File: config.mk
export PLATFORM = sky130hd
export DESIGN_NAME = anspwm_combine
export DESIGN_NICKNAME = d
export VERILOG_FILES = /design/src/rtl/anspwm_combine.sv
export SDC_FILE = /design/constraint.sdc
export NUM_CORES = 1
export LEC_CHECK = 0
export BUFFER_PORTS_ARGS = -buffer_cell sky130_fd_sc_hd__buf_2
export CORE_MARGIN = 2
export CORE_UTILIZATION = 53
export DETAILED_ROUTE_END_ITERATION = 10
export HOLD_SLACK_MARGIN = 0.02
export PLACE_DENSITY_LB_ADDON = 0.25
export SYNTH_ARGS = -nofsm -noshare
export SYNTH_HDL_FRONTEND = slang
export SYNTH_SLANG_ARGS = --single-unit
File: constraint.sdc
create_clock -name clk -period 1.9 [get_ports clk]
set_input_delay 0.57 -clock clk [delete_from_list [all_inputs] [get_ports clk]]
set_output_delay 0.57 -clock clk [all_outputs]
set_load 0.02 [all_outputs]
File: src/rtl/anspwm_combine.sv
// anspwm_combine: final signed-addition and PWM output stage of the
// noise-shaped PWM chain. Sums four sign-magnitude stage outputs, clamps the
// sum into the legal duty range, latches it once per frame and drives pwm.
// Interface contract: tick is a one-cycle strobe, high exactly while
// cnt == 2^CNTW-1; upstream stages advance on it and must present stable
// C*/C*sgn values at least 2 clocks before the frame wrap.
module anspwm_combine #(
  parameter int CNTW = 10,
  parameter int MAGW = 16
) (
  input  logic            clk,
  input  logic            rst_n,
  input  logic            en,
  input  logic [MAGW-1:0] C1,
  input  logic            C1sgn,
  input  logic [MAGW-1:0] C2,
  input  logic            C2sgn,
  input  logic [MAGW-1:0] C3,
  input  logic            C3sgn,
  input  logic [MAGW-1:0] C4,
  input  logic            C4sgn,
  output logic            tick,
  output logic [CNTW:0]   duty,
  output logic            sat,
  output logic            pwm
);

  // Sum width: four MAGW+1 signed terms need two extra bits of headroom.
  localparam int SW = MAGW + 3;

  localparam logic [CNTW-1:0] CNT_MAX   = {CNTW{1'b1}};
  localparam logic [CNTW-1:0] CNT_PRE   = {{(CNTW-1){1'b1}}, 1'b0};
  localparam logic [CNTW:0]   DUTY_FULL = {1'b1, {CNTW{1'b0}}};
  localparam logic [SW-2:0]   SUM_FULL  = (SW-1)'(DUTY_FULL);

  logic signed [SW-1:0] t1, t2, t3, t4;
  logic signed [SW-1:0] sum_q;
  logic [CNTW:0]        clamp_val;
  logic                 clamp_sat;
  logic [CNTW:0]        dnext;
  logic                 satnext;
  logic [CNTW-1:0]      cnt;
  logic                 wrap;

  // Sign-magnitude to two's complement; negative zero maps to 0 naturally.
  function automatic logic signed [SW-1:0] to_term(input logic [MAGW-1:0] mag,
                                                   input logic neg);
    logic signed [SW-1:0] ext;
    ext = signed'({3'b000, mag});
    return neg ? -ext : ext;
  endfunction

  // Convert the four stage outputs into signed terms.
  always_comb begin
    t1 = to_term(C1, C1sgn);
    t2 = to_term(C2, C2sgn);
    t3 = to_term(C3, C3sgn);
    t4 = to_term(C4, C4sgn);
  end

  // P1: register the signed sum; its width cannot overflow.
  always_ff @(posedge clk or negedge rst_n) begin
    if (!rst_n) sum_q <= '0;
    else        sum_q <= t1 + t2 + t3 + t4;
  end

  // Clamp the sum into [0, 2^CNTW] and flag whenever the value was altered.
  always_comb begin
    clamp_val = '0;
    clamp_sat = 1'b0;
    if (sum_q[SW-1]) begin
      clamp_val = '0;
      clamp_sat = 1'b1;
    end else if (sum_q[SW-2:0] > SUM_FULL) begin
      clamp_val = DUTY_FULL;
      clamp_sat = 1'b1;
    end else begin
      clamp_val = sum_q[CNTW:0];
    end
  end

  // P2: register the clamped candidate duty for the next frame.
  always_ff @(posedge clk or negedge rst_n) begin
    if (!rst_n) begin
      dnext   <= '0;
      satnext <= 1'b0;
    end else begin
      dnext   <= clamp_val;
      satnext <= clamp_sat;
    end
  end

  assign wrap = en && (cnt == CNT_MAX);

  // Frame counter: held at 0 while disabled, free-running wrap when enabled.
  always_ff @(posedge clk or negedge rst_n) begin
    if (!rst_n)  cnt <= '0;
    else if (en) cnt <= cnt + 1'b1;
    else         cnt <= '0;
  end

  // Registered tick: set on the edge that moves cnt into its last value.
  always_ff @(posedge clk or negedge rst_n) begin
    if (!rst_n) tick <= 1'b0;
    else        tick <= en && (cnt == CNT_PRE);
  end

  // Latch duty/sat only on the wrap edge so they are constant for a frame.
  always_ff @(posedge clk or negedge rst_n) begin
    if (!rst_n) begin
      duty <= '0;
      sat  <= 1'b0;
    end else if (wrap) begin
      duty <= dnext;
      sat  <= satnext;
    end
  end

  // Registered PWM compare; duty = 2^CNTW exceeds every cnt so pwm stays high.
  always_ff @(posedge clk or negedge rst_n) begin
    if (!rst_n) pwm <= 1'b0;
    else        pwm <= en && ({1'b0, cnt} < duty);
  end

endmodule

### Yosys cells after proc, flatten, opt, wreduce, memory -nomap -nowiden

Cells that the tools add are included.
Widths: inputs -> output; s select.

* add/subtract/negate cells: 8
* $lt $le $gt $ge: 2
* equality and inequality tests: 2
* multiplexer cells: 9
* reduce and logical (&&, ||, !) cells: 3

Operators by type and width (count)
* $mux 19: 4
* $neg 16->19: 4
* $add 19x19->19: 3
* $mux 11: 2
* $eq 10x10->1 const B: 2
* $gt 18x11->1 const B: 1
* $lt 10x11->1: 1
* $add 10x1->10 const B: 1
* $mux 10: 1
* $logic_and 1x1->1: 3
* $mux 1: 2

* register bits: 55
* input port bits: 71
* word-level logic and storage cells: 32

### Logic depth before layout (Yosys ltp)

* depth in word-level cells: 5
* depth in mapped cells: 20
* gate-level depth less buffers: 20

### Least setup slack after synthesis

OpenSTA, ideal clock, no wires.

* kind: input to register
* start point: in C2[1]
* end point: reg sum_q[18]
* setup time: 0.125 ns
* arrival: 4.528 ns
* setup slack: -2.753 ns
* stages: 19
* cell sequence: inv_1 > ha_1 > nand2_1 > or3_1 > or4_1 > o31ai_1 > xnor2_1 > fa_1 > inv_1 > fa_1 > inv_1 > ha_1 > a21oi_1 > and3_1 > o21a_1 > nor2_1 > o41ai_1 > o21ai_0 > xnor2_1

* cells in the longest elaborated chain, start to end: 5

Ends and longest elaborated chain
* start: declaration: line 16 `input logic [MAGW-1:0] C2,`
* $neg 16->19: line 50 `return neg ? -ext : ext;`
* $mux 19 *: line 50
* $add 19x19->19 * (3 in a row): line 64 `else sum_q <= t1 + t2 + t3 + t4;`
* end signal: assignment: line 64
* end: declaration: line 37 `logic signed [SW-1:0] sum_q;`

Every way passes the cells marked *; elsewhere a longest branch is shown, timed or not.
A chain may end at the register's enable or synchronous reset.

### Worst setup path in the final report

* start point: in C2[0]
* end point: reg sum_q[18]

The elaborated chain is that of the path after synthesis.

==> impl_summary.md <==
CTS
Clock-pin slew was measured on the worst setup and hold paths at 0.10 ns. Clock tree synthesis inserted a total of 5 buffers. Counting every sink on the clock net gives 55. The root buffer cell is clkbuf_8. The maximum number of buffers from clock root to sink is 2. Clock latency on the worst-skew pair, taken at its later pin, is 0.31 ns. The number of levels the H-tree was split into is 2. The CTS tree is done.

Yosys
The post-synthesis async set-or-reset flop share is 100%. The number of different library cells used by synthesis comes to 44. The synthesized area divided by synthesized cell count is 9.10 µm².

The number of enable-type register cells in the synthesized netlist is 0. The post-synthesis net count is 700. After synthesis the netlist holds a flip-flop and latch count of 55. The dominant synthesized flop cell is dfrtp_1. The netlist area before placement is 5100 µm². In the synthesized netlist, the cells that appear most often are inv_1, dfrtp_1, xnor2_1, nand2_1, fa_1. The Yosys step of the flow raised 0 warnings. The cell count after synthesis is 560.

By area the synthesized netlist is led by dfrtp_1, fa_1, xnor2_1. In the post-synthesis netlist, the cell with the most instances is inv_1. dfrtp_1 takes more of the synthesized area than any other cell. Sequential cells were found to cover 27.0% of the synthesized design area. Of the post-synthesis cell area, the dominant cell type holds 27.0%.

Floorplan
The number of ports placed on the die boundary is 85. The starting density of the core is 54.9%. In this run the core area contains 35 standard-cell rows. The die area is 10400 µm². The area of the core is 9280 µm². In this run the vertical extent of the chip is 102 µm. From left edge to right edge, the die measures 102 µm.

Outcome
The checks that failed: setup timing. The flow ran to the end, but the final reports show violations.

Setup path
At the worst endpoint, the required time is 2.09 ns. The worst register-to-register path ends at pwm. The number of buffers and inverters on the critical path is 4. Of all nets on the critical path, the largest fanout is 3. On the critical path, the stage with the largest delay is an instance of fa_1. Across all register-to-register paths, the minimum setup slack is 0.13 ns. The worst setup path startpoint is C2[0]. The number of cells on the worst reg-to-reg path is 9. The largest single stage delay on the critical path is 0.54 ns. The worst path arrival time is 4.44 ns. STA classifies the critical path startpoint as a primary input.

The worst setup path is of the in2reg kind. In this run the critical register-to-register path is launched from duty[1]. Broken down by cell family, the worst path's largest delay share belongs to adder cells. Traced cell by cell, the critical path runs through buf_12, inv_12, ha_4, nand2_2, or3_4, or4_4, o31ai_4, xnor2_2, fa_1, inv_2, fa_1, inv_2, ha_4, a21oi_2, and3_4, o21a_1, nor2_2, o41ai_4, o21ai_1, xnor2_1. The category of the worst setup path capture point is a register.

STA
The max-slew violation count is 0. The final critical-path setup slack is -2.35 ns. Hold timing on the final database bottoms out at a slack of 0.195 ns. The final number of hold-violating endpoints is 0. The worst-case clock skew is 0.00745 ns.

The remaining max-slew budget at the tightest pin is 69.0%. Of the available clock period, the critical path in the final layout requires 224%. The final period demand of the worst path is 4.25 ns. The transition time at the pin with the least slew margin is 0.466 ns.

Setup repair after global routing could not meet its margin everywhere. Setup violations remaining at the end of the flow were counted as 18. Static timing analysis puts the maximum clock frequency at 235 MHz.

Cells and area
The number of non-filler instances in the completed layout is 911. The number of antenna diodes in the final layout is 0. The footprint of the flip-flops and latches is 1380 µm². Once layout is done, the placed cells without fillers occupy 7550 µm². The multi-input gate area in the final layout is 3960 µm². The number of fill cells in the layout is 554. The number of nets in the final layout is 921.

The post-synthesis to final-layout area growth is 48.1%. In the final layout, the share of cells above drive strength 1 is 42.5%.

Global route
The first global-routing pass estimated 21500 µm of wire. The initial antenna violation count is 0. The via count of the first global-routing pass is 4884.

The total congestion overflow after global routing is 0. In the global route stage, overall resource usage came out at 25.9%. The pin count of the biggest net entering global routing is 37.

Hold path
The class of the tightest hold or removal check is in2async.

Placed design
Summing all placed instances gives a cell area of 6910 µm². At the end of routability-driven placement, the weighted congestion stood at 0.872. The total instance count after detailed placement is 893. The detailed placer's ending HPWL is 10300 µm. During placement, the flow inserted port buffers numbering 84.

Route
The number of antenna-violating nets in the routed design is 0. The first routing iteration left 114 violations. The first detailed-routing pass took 4 iterations. The routed layout has 4764 vias.

The DRC violations left is 0. The mean number of vias per cell is 5.23. The sum of routed wire length over all layers is 13300 µm. The mean routed wirelength per cell is 14.6 µm.

Power and ir drop
The total power per unit cell area is 1070 nW/µm². The worst ir drop on vdd is 534 µV. The static power due to leakage is 3.65 nW.

Flow run
The tool flagged a number of max-cap violations equal to 0.
power by group:
part           internal [mW]  total [mW]  switching [mW]
combinational           3.05        5.88            2.83
sequential              1.44        1.53          0.0939
clock                  0.298       0.666           0.369
worst max-delay path by stage:
stage | end | slack, ns | depth (start not counted)
after floorplan | sum_q[18] | -2.39 | 20
after global placement | sum_q[18] | -2.64 | 21
after detailed placement | sum_q[18] | -2.78 | 21
after CTS | sum_q[18] | -2.36 | 20
after global routing | sum_q[18] | -2.49 | 21
final | sum_q[18] | -2.35 | 20
timing repair:
| action | 4_1_cts | 5_1_grt |
|---|---|---|
| setup buffers | 6 | 7 |
| resized for setup | 61 | 32 |
| pin swaps | 30 | 27 |
| setup endpoints to repair | 18 | 19 |
| hold buffers | 0 | 0 |
routing by layer:
| layer | vias up | global-route usage [%] | wire (µm) |
|---|---|---|---|
| li1 | 2297 | - | - |
| met1 | 2302 | 30.0 | 5320 |
| met2 | 137 | 50.5 | 7170 |
| met3 | 28 | 2.33 | 471 |
| met4 | 0 | 7.79 | 330 |
| met5 | - | 0 | 0 |
cells in the final DEF (no fill, tap or decap), types with 5 or more instances in the layout:
| cell | synthesis | layout |
|---|---|---|
| a21o_1 | 10 | 10 |
| a21oi_1 | 18 | 8 |
| a21oi_2 | 0 | 7 |
| and2_1 | 16 | 16 |
| buf_2 | 0 | 78 |
| buf_4 | 0 | 127 |
| buf_6 | 0 | 16 |
| clkbuf_8 | 0 | 6 |
| dfrtp_1 | 55 | 55 |
| fa_1 | 36 | 34 |
| ha_1 | 33 | 18 |
| ha_4 | 0 | 15 |
| inv_1 | 82 | 66 |
| inv_2 | 1 | 14 |
| nand2_1 | 46 | 42 |
| nand2b_1 | 9 | 7 |
| nand3_1 | 10 | 9 |
| nor2_1 | 19 | 13 |
| nor2_2 | 0 | 5 |
| nor2b_1 | 6 | 5 |
| nor4_1 | 6 | 6 |
| o21a_1 | 9 | 9 |
| o21ai_0 | 13 | 7 |
| o21ai_1 | 26 | 25 |
| o21ai_2 | 1 | 7 |
| o31ai_1 | 14 | 10 |
| o41ai_1 | 9 | 8 |
| or3_1 | 7 | 6 |
| xnor2_1 | 51 | 41 |
| xnor2_2 | 2 | 11 |
| xor2_1 | 29 | 26 |
final cells by class:
cell class	count	share of cell area [%]
well taps	129	2.14
clock buffers	6	1.09
clock inverters	2	0.215
inverters	85	4.71
multi-input cells	409	52.4
repair buffers	225	21.2
flip-flops and latches	55	18.2
logic make-up (layout without fill, tap and decap cells):
kind of cell	count (synthesis)	in the layout	share of synthesized area (%)
AOI/OAI and AO/OA	115	115	14.5
xor gates and xnor gates	82	82	14.4
adders and majority gates	69	69	22.2
buffers and inverters	96	318	7.07
DFF	55	55	27.0
muxes	4	4	0.859
and+or+nand+nor	139	139	14.0
stage by stage:
step	power, mW	setup TNS [ns]	setup slack (ns)	utilization, %
after floorplan	4.43	-29.11	-2.39	-
after global placement	5.73	-35.80	-2.64	74.4
after detailed placement	5.95	-37.39	-2.78	74.4
after CTS	7.31	-29.80	-2.36	79.2
after global routing	8.60	-33.14	-2.49	81.3
final	8.08	-31.21	-2.35	81.3
registers in the layout, summed over array words and instances, names as in the netlist:
register,flops
cnt,10
sum_q,19
pwm,1
duty,11
sat,1
satnext,1
dnext,11
tick,1
Power figures use the tool's default switching activity.
